--- config.mk ---
export PLATFORM = sky130hd
export DESIGN_NAME = hci_ecc_manager_target
export DESIGN_NICKNAME = d
export VERILOG_FILES = /design/src/rtl/hci_package.sv /design/src/rtl/hci_ecc_sat_counter.sv /design/src/rtl/hci_ecc_manager_target.sv
export SDC_FILE = /design/constraint.sdc
export NUM_CORES = 1
export LEC_CHECK = 0
export CAP_MARGIN = 10
export CORE_ASPECT_RATIO = 1.5
export CORE_MARGIN = 3
export CORE_UTILIZATION = 34
export CTS_BUF_LIST = sky130_fd_sc_hd__clkbuf_8
export DETAILED_ROUTE_END_ITERATION = 10
export SYNTH_ARGS = -nofsm -noshare
export SYNTH_HDL_FRONTEND = slang
export SYNTH_SLANG_ARGS = --single-unit
export TNS_END_PERCENT = 30
--- constraint.sdc ---
create_clock -name clk_i -period 2.59 [get_ports clk_i]
set_clock_uncertainty 0.2 [all_clocks]
set_input_delay 0.3885 -clock clk_i [delete_from_list [all_inputs] [get_ports clk_i]]
set_output_delay 0.3885 -clock clk_i [all_outputs]
set_load 0.03 [all_outputs]
--- src/rtl/hci_package.sv ---
// Shared HCI ECC control-bus types, register offsets and CTRL layout used by
// the ECC manager target and its initiators.
package hci_package;

    typedef struct packed {
        logic [31:0] addr;
        logic        write;
        logic [31:0] wdata;
        logic [7:0]  wstrb;
        logic        valid;
    } hci_ecc_req_t;

    typedef struct packed {
        logic [31:0] rdata;
        logic        error;
        logic        ready;
    } hci_ecc_rsp_t;

    // Packed MSB-first, so count_en lands on bit 0 and irq_en on bit 1.
    typedef struct packed {
        logic irq_en;
        logic count_en;
    } hci_ecc_ctrl_reg_t;

    typedef enum logic {
        HCI_ECC_IDLE = 1'b0,
        HCI_ECC_RESP = 1'b1
    } hci_ecc_state_e;

    localparam logic [7:0] HCI_ECC_REG_DATA_CORR   = 8'h00;
    localparam logic [7:0] HCI_ECC_REG_DATA_UNCORR = 8'h04;
    localparam logic [7:0] HCI_ECC_REG_META_CORR   = 8'h08;
    localparam logic [7:0] HCI_ECC_REG_META_UNCORR = 8'h0C;
    localparam logic [7:0] HCI_ECC_REG_CTRL        = 8'h10;
    localparam logic [7:0] HCI_ECC_REG_STATUS      = 8'h14;
    localparam logic [7:0] HCI_ECC_REG_END         = 8'h18;

    localparam hci_ecc_ctrl_reg_t HCI_ECC_CTRL_RESET = '{irq_en: 1'b0, count_en: 1'b1};

    // Counter idx lives at word offset idx (0: data corr ... 3: meta uncorr).
    function automatic logic [7:0] hci_ecc_cnt_offset(input int unsigned idx);
        return 8'(idx * 4);
    endfunction

endpackage

--- src/rtl/hci_ecc_sat_counter.sv ---
// Saturating event counter; a clear coinciding with an enabled event loads 1
// so the event is never lost.
module hci_ecc_sat_counter #(
    parameter int unsigned CNT_W = 32
) (
    input  logic             clk_i,
    input  logic             rst_ni,
    input  logic             clear_i,
    input  logic             en_i,
    input  logic             inc_i,
    output logic [CNT_W-1:0] q_o,
    output logic             sat_o
);

    logic [CNT_W-1:0] q_reg;
    logic             bump;

    assign bump  = en_i & inc_i;
    assign sat_o = &q_reg;
    assign q_o   = q_reg;

    always_ff @(posedge clk_i or negedge rst_ni) begin
        if (!rst_ni) begin
            q_reg <= '0;
        end else if (clear_i) begin
            q_reg <= bump ? CNT_W'(1) : '0;
        end else if (bump && !sat_o) begin
            q_reg <= q_reg + CNT_W'(1);
        end
    end

endmodule

--- src/rtl/hci_ecc_manager_target.sv ---
// HCI ECC control-bus target: four saturating ECC event counters, CTRL/STATUS
// registers, a two-state request/response FSM and a registered level irq.
module hci_ecc_manager_target
    import hci_package::*;
#(
    parameter int unsigned CNT_W = 32
) (
    input  logic         clk_i,
    input  logic         rst_ni,
    input  logic         clear_i,
    input  hci_ecc_req_t req_i,
    output hci_ecc_rsp_t rsp_o,
    input  logic         data_corr_i,
    input  logic         data_uncorr_i,
    input  logic         meta_corr_i,
    input  logic         meta_uncorr_i,
    output logic         irq_o
);

    hci_ecc_state_e    state_reg;
    hci_ecc_ctrl_reg_t ctrl_reg;
    logic [31:0]       rdata_reg;
    logic              error_reg;
    logic              ready_reg;
    logic              irq_reg;

    logic [CNT_W-1:0]  cnt_q [4];
    logic [3:0]        events;
    logic [3:0]        sat;
    logic [3:0]        wr_clr;

    logic [7:0]        offset;
    logic              accept;
    logic              addr_err;
    logic              wr_ok;
    logic              data_uncorr_nz;
    logic              meta_uncorr_nz;
    logic [31:0]       status_val;
    logic [31:0]       rdata_next;
    logic              unused_req_bits;

    assign offset          = req_i.addr[7:0];
    assign unused_req_bits = ^{req_i.addr[31:8], req_i.wdata[31:2], req_i.wstrb[7:4]};

    assign accept   = (state_reg == HCI_ECC_IDLE) && req_i.valid && !clear_i;
    assign addr_err = (offset[1:0] != 2'b00) || (offset >= HCI_ECC_REG_END) ||
                      (req_i.write && (offset == HCI_ECC_REG_STATUS));
    // A write with no low strobes is a legal no-op rather than an error.
    assign wr_ok    = accept && req_i.write && !addr_err;

    assign events = {meta_uncorr_i, meta_corr_i, data_uncorr_i, data_corr_i};

    generate
        for (genvar gi = 0; gi < 4; gi++) begin : g_cnt
            assign wr_clr[gi] = wr_ok && (|req_i.wstrb[3:0]) &&
                                (offset == hci_ecc_cnt_offset(gi));

            hci_ecc_sat_counter #(
                .CNT_W (CNT_W)
            ) u_cnt (
                .clk_i   (clk_i),
                .rst_ni  (rst_ni),
                .clear_i (clear_i | wr_clr[gi]),
                .en_i    (ctrl_reg.count_en),
                .inc_i   (events[gi]),
                .q_o     (cnt_q[gi]),
                .sat_o   (sat[gi])
            );
        end
    endgenerate

    assign data_uncorr_nz = |cnt_q[1];
    assign meta_uncorr_nz = |cnt_q[3];
    assign status_val     = {29'd0, |sat, meta_uncorr_nz, data_uncorr_nz};

    always_comb begin
        rdata_next = '0;
        case (offset)
            HCI_ECC_REG_DATA_CORR:   rdata_next = 32'(cnt_q[0]);
            HCI_ECC_REG_DATA_UNCORR: rdata_next = 32'(cnt_q[1]);
            HCI_ECC_REG_META_CORR:   rdata_next = 32'(cnt_q[2]);
            HCI_ECC_REG_META_UNCORR: rdata_next = 32'(cnt_q[3]);
            HCI_ECC_REG_CTRL:        rdata_next = {30'd0, ctrl_reg};
            HCI_ECC_REG_STATUS:      rdata_next = status_val;
            default:                 rdata_next = '0;
        endcase
    end

    always_ff @(posedge clk_i or negedge rst_ni) begin
        if (!rst_ni) begin
            state_reg <= HCI_ECC_IDLE;
            ctrl_reg  <= HCI_ECC_CTRL_RESET;
            rdata_reg <= '0;
            error_reg <= 1'b0;
            ready_reg <= 1'b0;
            irq_reg   <= 1'b0;
        end else begin
            irq_reg <= ctrl_reg.irq_en & (data_uncorr_nz | meta_uncorr_nz);
            if (clear_i) begin
                state_reg <= HCI_ECC_IDLE;
                ready_reg <= 1'b0;
            end else begin
                case (state_reg)
                    HCI_ECC_IDLE: begin
                        if (accept) begin
                            state_reg <= HCI_ECC_RESP;
                            ready_reg <= 1'b1;
                            error_reg <= addr_err;
                            rdata_reg <= (addr_err || req_i.write) ? '0 : rdata_next;
                            if (wr_ok && (offset == HCI_ECC_REG_CTRL) && req_i.wstrb[0]) begin
                                ctrl_reg <= hci_ecc_ctrl_reg_t'(req_i.wdata[1:0]);
                            end
                        end
                    end
                    HCI_ECC_RESP: begin
                        state_reg <= HCI_ECC_IDLE;
                        ready_reg <= 1'b0;
                    end
                    default: begin
                        state_reg <= HCI_ECC_IDLE;
                        ready_reg <= 1'b0;
                    end
                endcase
            end
        end
    end

    assign rsp_o = '{rdata: rdata_reg, error: error_reg, ready: ready_reg};
    assign irq_o = irq_reg;

endmodule

# Yosys cells after proc, flatten, opt, wreduce, memory -nomap -nowiden
# Index checks and enable logic that the tools add are counted.
[op_classes] n_addsub=4 n_lt_le_gt_ge=1 eq_ne=6 n_mux=20 bitwise=12 reduce_logical=41
[op_table] op="$mux 32" count=9
[op_table] op="$pmux 32 s6" count=1
[op_table] op="$add 32x1->32 const B" count=4
[op_table] op="$reduce_and 32->1" count=4
[op_table] op="$reduce_or 32->1" count=2
[op_table] op="$eq 8x4->1 const B" count=2
[op_table] op="$eq 8x5->1 const B" count=2
[op_table] op="$logic_and 1x1->1" count=16
[op_table] op="$reduce_bool 2->1" count=5
[op_table] op="$eq 8x3->1 const B" count=1
[op_table] op="$ge 8x5->1 const B" count=1
[op_table] op="$logic_not 8->1" count=1
[op_table] op="$mux 1" count=8
[op_table] op="$reduce_or 4->1" count=2
[op_table] op="$logic_not 1->1" count=6
[op_table] op="$and 1x1->1" count=5
[op_table] op="$or 1x1->1" count=5
[op_table] op="$pmux 1 s2" count=2
[op_table] op="$reduce_and 4->1" count=1
[op_table] op="$logic_or 1x1->1" count=3
[op_table] op="$ne 3x3->1 const B" count=1
[op_table] op="$reduce_and 3->1" count=1
[op_table] op="$not 1->1" count=2
[word_totals] reg_bits=166 in_bits=81 out_inout_bits=35 word_cells=95

# Logic depth before layout (Yosys ltp)
[depth] ltp_word=9 mapped_depth=8 ltp_nobuf=7

# Cells and area by module
# A second synthesis with hierarchy kept.
[unflattened] cells_unflattened=1121 hier_area_um2=10277.4
[by_module_without_submodules] mod="hci_ecc_sat_counter" n_inst=4 cells_each=210 area_per_inst_um2=1918.1 seq_area_each_um2=800.8
[by_module_without_submodules] mod="hci_ecc_manager_target" n_inst=1 cells_each=281 area_per_inst_um2=2605.0 seq_area_each_um2=952.2

# Worst setup path before layout
# OpenSTA, ideal clock, no wires.
[synth_path] kind="input-to-reg" from="input port clear_i" to="register g_cnt[0].u_cnt.q_reg[14]" setup_time_ns=0.121 t_arrival_ns=2.049 required_ns=2.269 setup_slack_ns=0.220 cell_stages=8 n_path_buf=4 cell_sequence="clkbuf_8 or3b_1 buf_2 nor3_2 a21o_1 buf_2 buf_2 nor2_1"
[synth_via] elab_chain_len=8 word_cells_on_any_way=9 cone_classes="mux: 1; bitwise: 1; reduce/logical: 7"
[synth_rtl] element="start: declaration" line_no="hci_ecc_manager_target.sv:10" source="input logic clear_i,"
[synth_rtl] element="$logic_not 1->1" line_no="hci_ecc_manager_target.sv:45" source="assign accept = (state_reg == HCI_ECC_IDLE) && req_i.valid && !clear_i;"
[synth_rtl] element="$logic_and 1x1->1" line_no="hci_ecc_manager_target.sv:45"
[synth_rtl] element="$logic_and 1x1->1 (2 in series)" line_no="hci_ecc_manager_target.sv:49" source="assign wr_ok = accept && req_i.write && !addr_err;"
[synth_rtl] element="$logic_and 1x1->1 (2 in series)" line_no="hci_ecc_manager_target.sv:55" source="assign wr_clr[gi] = wr_ok && (|req_i.wstrb[3:0]) &&"
[synth_rtl] element="$or 1x1->1 *" line_no="hci_ecc_manager_target.sv:63" source=".clear_i (clear_i | wr_clr[gi]),"
[synth_rtl] element="$mux 32 / $reduce_bool 2->1 (equally long branches)"
[synth_rtl] element="end signal: assignment" line_no="hci_ecc_sat_counter.sv:26" source="q_reg <= bump ? CNT_W'(1) : '0;"
[synth_rtl] element="end signal: assignment" line_no="hci_ecc_sat_counter.sv:28" source="q_reg <= q_reg + CNT_W'(1);"
[synth_rtl] element="end: declaration" line_no="hci_ecc_sat_counter.sv:15" source="logic [CNT_W-1:0] q_reg;"
# Every way passes the cells marked *; elsewhere a longest branch is shown, timed or not.
# A chain may end at the register's enable or synchronous reset.

# Final worst setup path
[layout_path] from="register g_cnt[1].u_cnt.q_reg[1]" to="register g_cnt[1].u_cnt.q_reg[1]"
[layout_via] elab_chain_len=4 word_cells_on_any_way=7 cone_classes="add/sub: 1; mux: 2; reduce/logical: 4"
[layout_rtl] element="start: declaration" line_no="hci_ecc_sat_counter.sv:15"
[layout_rtl] element="start signal: assignment" line_no="hci_ecc_sat_counter.sv:26"
[layout_rtl] element="start signal: assignment" line_no="hci_ecc_sat_counter.sv:28"
[layout_rtl] element="parallel branches: the longest is 4 deep, another holds $add 32x1->32"
# Parallel ways; which one is timed is not known. The select of a mux whose other input is x is not followed.

==> summary.txt <==
Status = completed
Final antenna diode count = 0
Max Fclk = 405 MHz
Die width = 144 um
Main combinational cell family by area after synthesis = simple AND/OR/NAND/NOR gates
Family with the most delay on the worst path = simple AND/OR/NAND/NOR gates
Critical Path AT = 2.66 ns
Area contributors post-synth = dfrtp_1, mux4_2, a21oi_1
Setup Crit Path Kind = reg -> reg
Die span in y = 212 um
DRC Markers = 0
HPWL after DPL = 23200 um
Root Buffer = clkbuf_8
Fin crit share = 0.952
Final nets = 1232
Maxcap violations = 0
Clock transition at path regs = 0.10 ns
Synth top area share = 0.428
Async set or reset register ratio after synthesis = 1.00
Via count = 8954
Clock buffer depth = 2
DRT iter0 DRCs = 621
Syn_nets = 1078
Pin slew with the least headroom to its limit = 0.713 ns
Setup WS post-layout = 0.124 ns
Overall power consumption = 4.79 mW
CP endpoint kind = register
XOR/XNOR share of the synthesized area = 0.0118
Proportion of synthesized area in mux cells = 0.0849
RSZ-0062 raised after global routing = false
Post-synth EDFFs = 0
Slew HR = 0.522
Yosys cell types = 71
Most common flop cell mapped by yosys = dfrtp_1
Max reg flops = 128
Syn Inst Count = 991
Vias in the first global route = 8713
Endpoints failing setup = 0
Skew-Pair Late Insertion Delay = 0.50 ns
Drt pass-1 iters = 5
Cts bufs inserted = 17
Initial antenna violation count = 0
Place WS = -0.0667 ns
Largest net degree at the start of global routing = 59
CP max FO = 19
Layout cells sized above 1 = 0.202
CTS sink cnt = 166
Critical path buffers and inverters = 0
Simple-gate share of the synthesized area = 0.240
Initial Util = 0.349
Worst path cell trace = ha_1, nand3_1, nor4_2, a31o_2, mux2i_1, nor2_1
Leakage = 4.59 nW
Hold slack = 0.223 ns
Post-Place Cells = 1467
GRT Overall Usage = 0.207
Synth Cell Area = 9640 sq um
Post-synthesis adder-cell area fraction = 0.00779
GP Congestion = 0.914
Area leader, netlist = dfrtp_1
Total congestion overflow = 0
Crit path max-delay cell type = dfrtp_1
First-pass GRT wire length = 48600 um
Minimum clock period = 2.47 ns
Total wire length = 30900 um
Post-synthesis compound-gate area fraction = 0.183
Avg WL per Cell = 20.6 um
VDD IR max = 0.000308 V
PD cells = 402 nW/um^2
Vias per inst = 5.97
CP startpoint kind = register
Core area = 27600 sq um
Placed Instance Area = 11500 sq um
#FFs+latches synth = 166
Synth warnings = 0
Final instance area = 11900 sq um
R2R Setup Slk = 0.12 ns
Non-Filler Instances = 1500
Register area share after synthesis = 0.431
Post-detailed-route count of antenna-violating nets = 0
Postcts setup bufs = 0
Synth Area per Inst = 9.73 sq um
Die area = 30500 sq um
Buffers on Ports = 57
Worst stage delay on the critical path = 0.52 ns
Hold Vio Cnt, Final = 0
CTS tree = built
Syn-to-layout area delta = 23.6%
Row cnt = 74
Required @ worst endpoint = 2.78 ns
Fin. max-slew vios = 0
# IOs = 116
H-tree lvl count = 4
HP Class = in -> async
-- through the flow --
stage,util,setup TNS [ns]
global route,0.432,0
finish,0.432,0
CTS,0.431,0
global placement,0.417,-0.670
floorplan,-,0
detailed placement,0.417,-1.30
-- report_power, final --
part           switching [mW]  leakage [nW]  total, mW  internal (mW)
sequential            0.00432          2.31       2.60           2.59
combinational           0.176          2.08      0.282          0.106
clock                    1.10         0.193       1.91          0.810
total                    1.28          4.59       4.79           3.51
-- worst paths after layout --
| kind | to | from | depth (start not counted) |
|---|---|---|---|
| worst min register to register | ready_reg | state_reg | 1 |
| worst max-delay path | g_cnt[1].u_cnt.q_o[1] | g_cnt[1].u_cnt.q_o[1] | 6 |
| max in group asynchronous | ctrl_reg[0] | rst_ni | 3 |
| worst min-delay path | g_cnt[1].u_cnt.q_o[6] | rst_ni | 2 |
| min in group clk_i | rdata_reg[2] | req_i[45] | 4 |
| worst max register to register | g_cnt[1].u_cnt.q_o[1] | g_cnt[1].u_cnt.q_o[1] | 6 |
-- cell type report --
type,instances,area (sq um)
fillers,2672,15700
multi-input cells,745,5120
flip-flops and latches,166,4160
repair buffers,190,1740
well taps,342,428
clock buffers,18,248
clock inverters,14,140
inverters,25,93.8
-- placed cells by master (no fill, tap or decap), types with 16 or more instances in the layout --
master and count:
dfrtp_1 165, buf_4 118, a21oi_1 105, or3_1 70, o21ai_0 68, nand2_1 64, clkdlybuf4s50_1 54, nand3_1 47
nand4_1 43, nor2_1 39, o31ai_1 32, mux4_2 31, a22o_1 31, inv_1 25, nor4_1 23, or4_1 21
clkbuf_8 18, and3_1 16
-- timing repair --
action	in CTS	in global routing
endpoints found under the setup margin	0	11
hold buffers	1	0
endpoints found under the hold margin	54	0
gates resized for setup	0	3
-- layer usage --
layer / global-route usage / share of wire / wire [um]
met1: 0.251 / 0.40 / 12500
met2: 0.360 / 0.52 / 15900
met3: 0.0313 / 0.036 / 1120
met4: 0.0939 / 0.043 / 1340
met5: 0 / 0 / 0
-- synthesized netlist by cell type (all sizes together) (4+ instances only) --
master / instances
a31oi: 5
o211ai: 6
nor3: 18
a21o: 5
o2111ai: 5
inv: 25
mux2i: 6
and4: 12
buf: 27
o21ai: 72
nand2: 64
xnor2: 10
ha: 6
nor4b: 4
and3: 16
or2: 4
clkbuf: 28
mux4: 32
dfrtp: 165
a21oi: 105
nor4: 24
or4: 34
nand3: 48
nor2: 39
and2: 8
nand2b: 6
o31ai: 34
nand4: 44
or3: 72
a22o: 31
-- worst reg2reg max path, cell delays in order, from the launching register on --
cell,delay [ns]
dfrtp_1,0.52
ha_1,0.23
nand3_1,0.18
nor4_2,0.48
a31o_2,0.47
mux2i_1,0.23
nor2_1,0.05
-- cells by family (layout without fill, tap and decap cells) --
kind of cell               count (synthesis)  in the layout
and+or+nand+nor                          401            401
buffers and inverters                     80            247
xor gates and xnor gates                  13             13
muxes                                     41             41
adders and majority gates                  6              6
AOI/OAI and AO/OA                        284            284
DFF                                      166            166
Note: power is estimated with default switching activity, not from simulation.
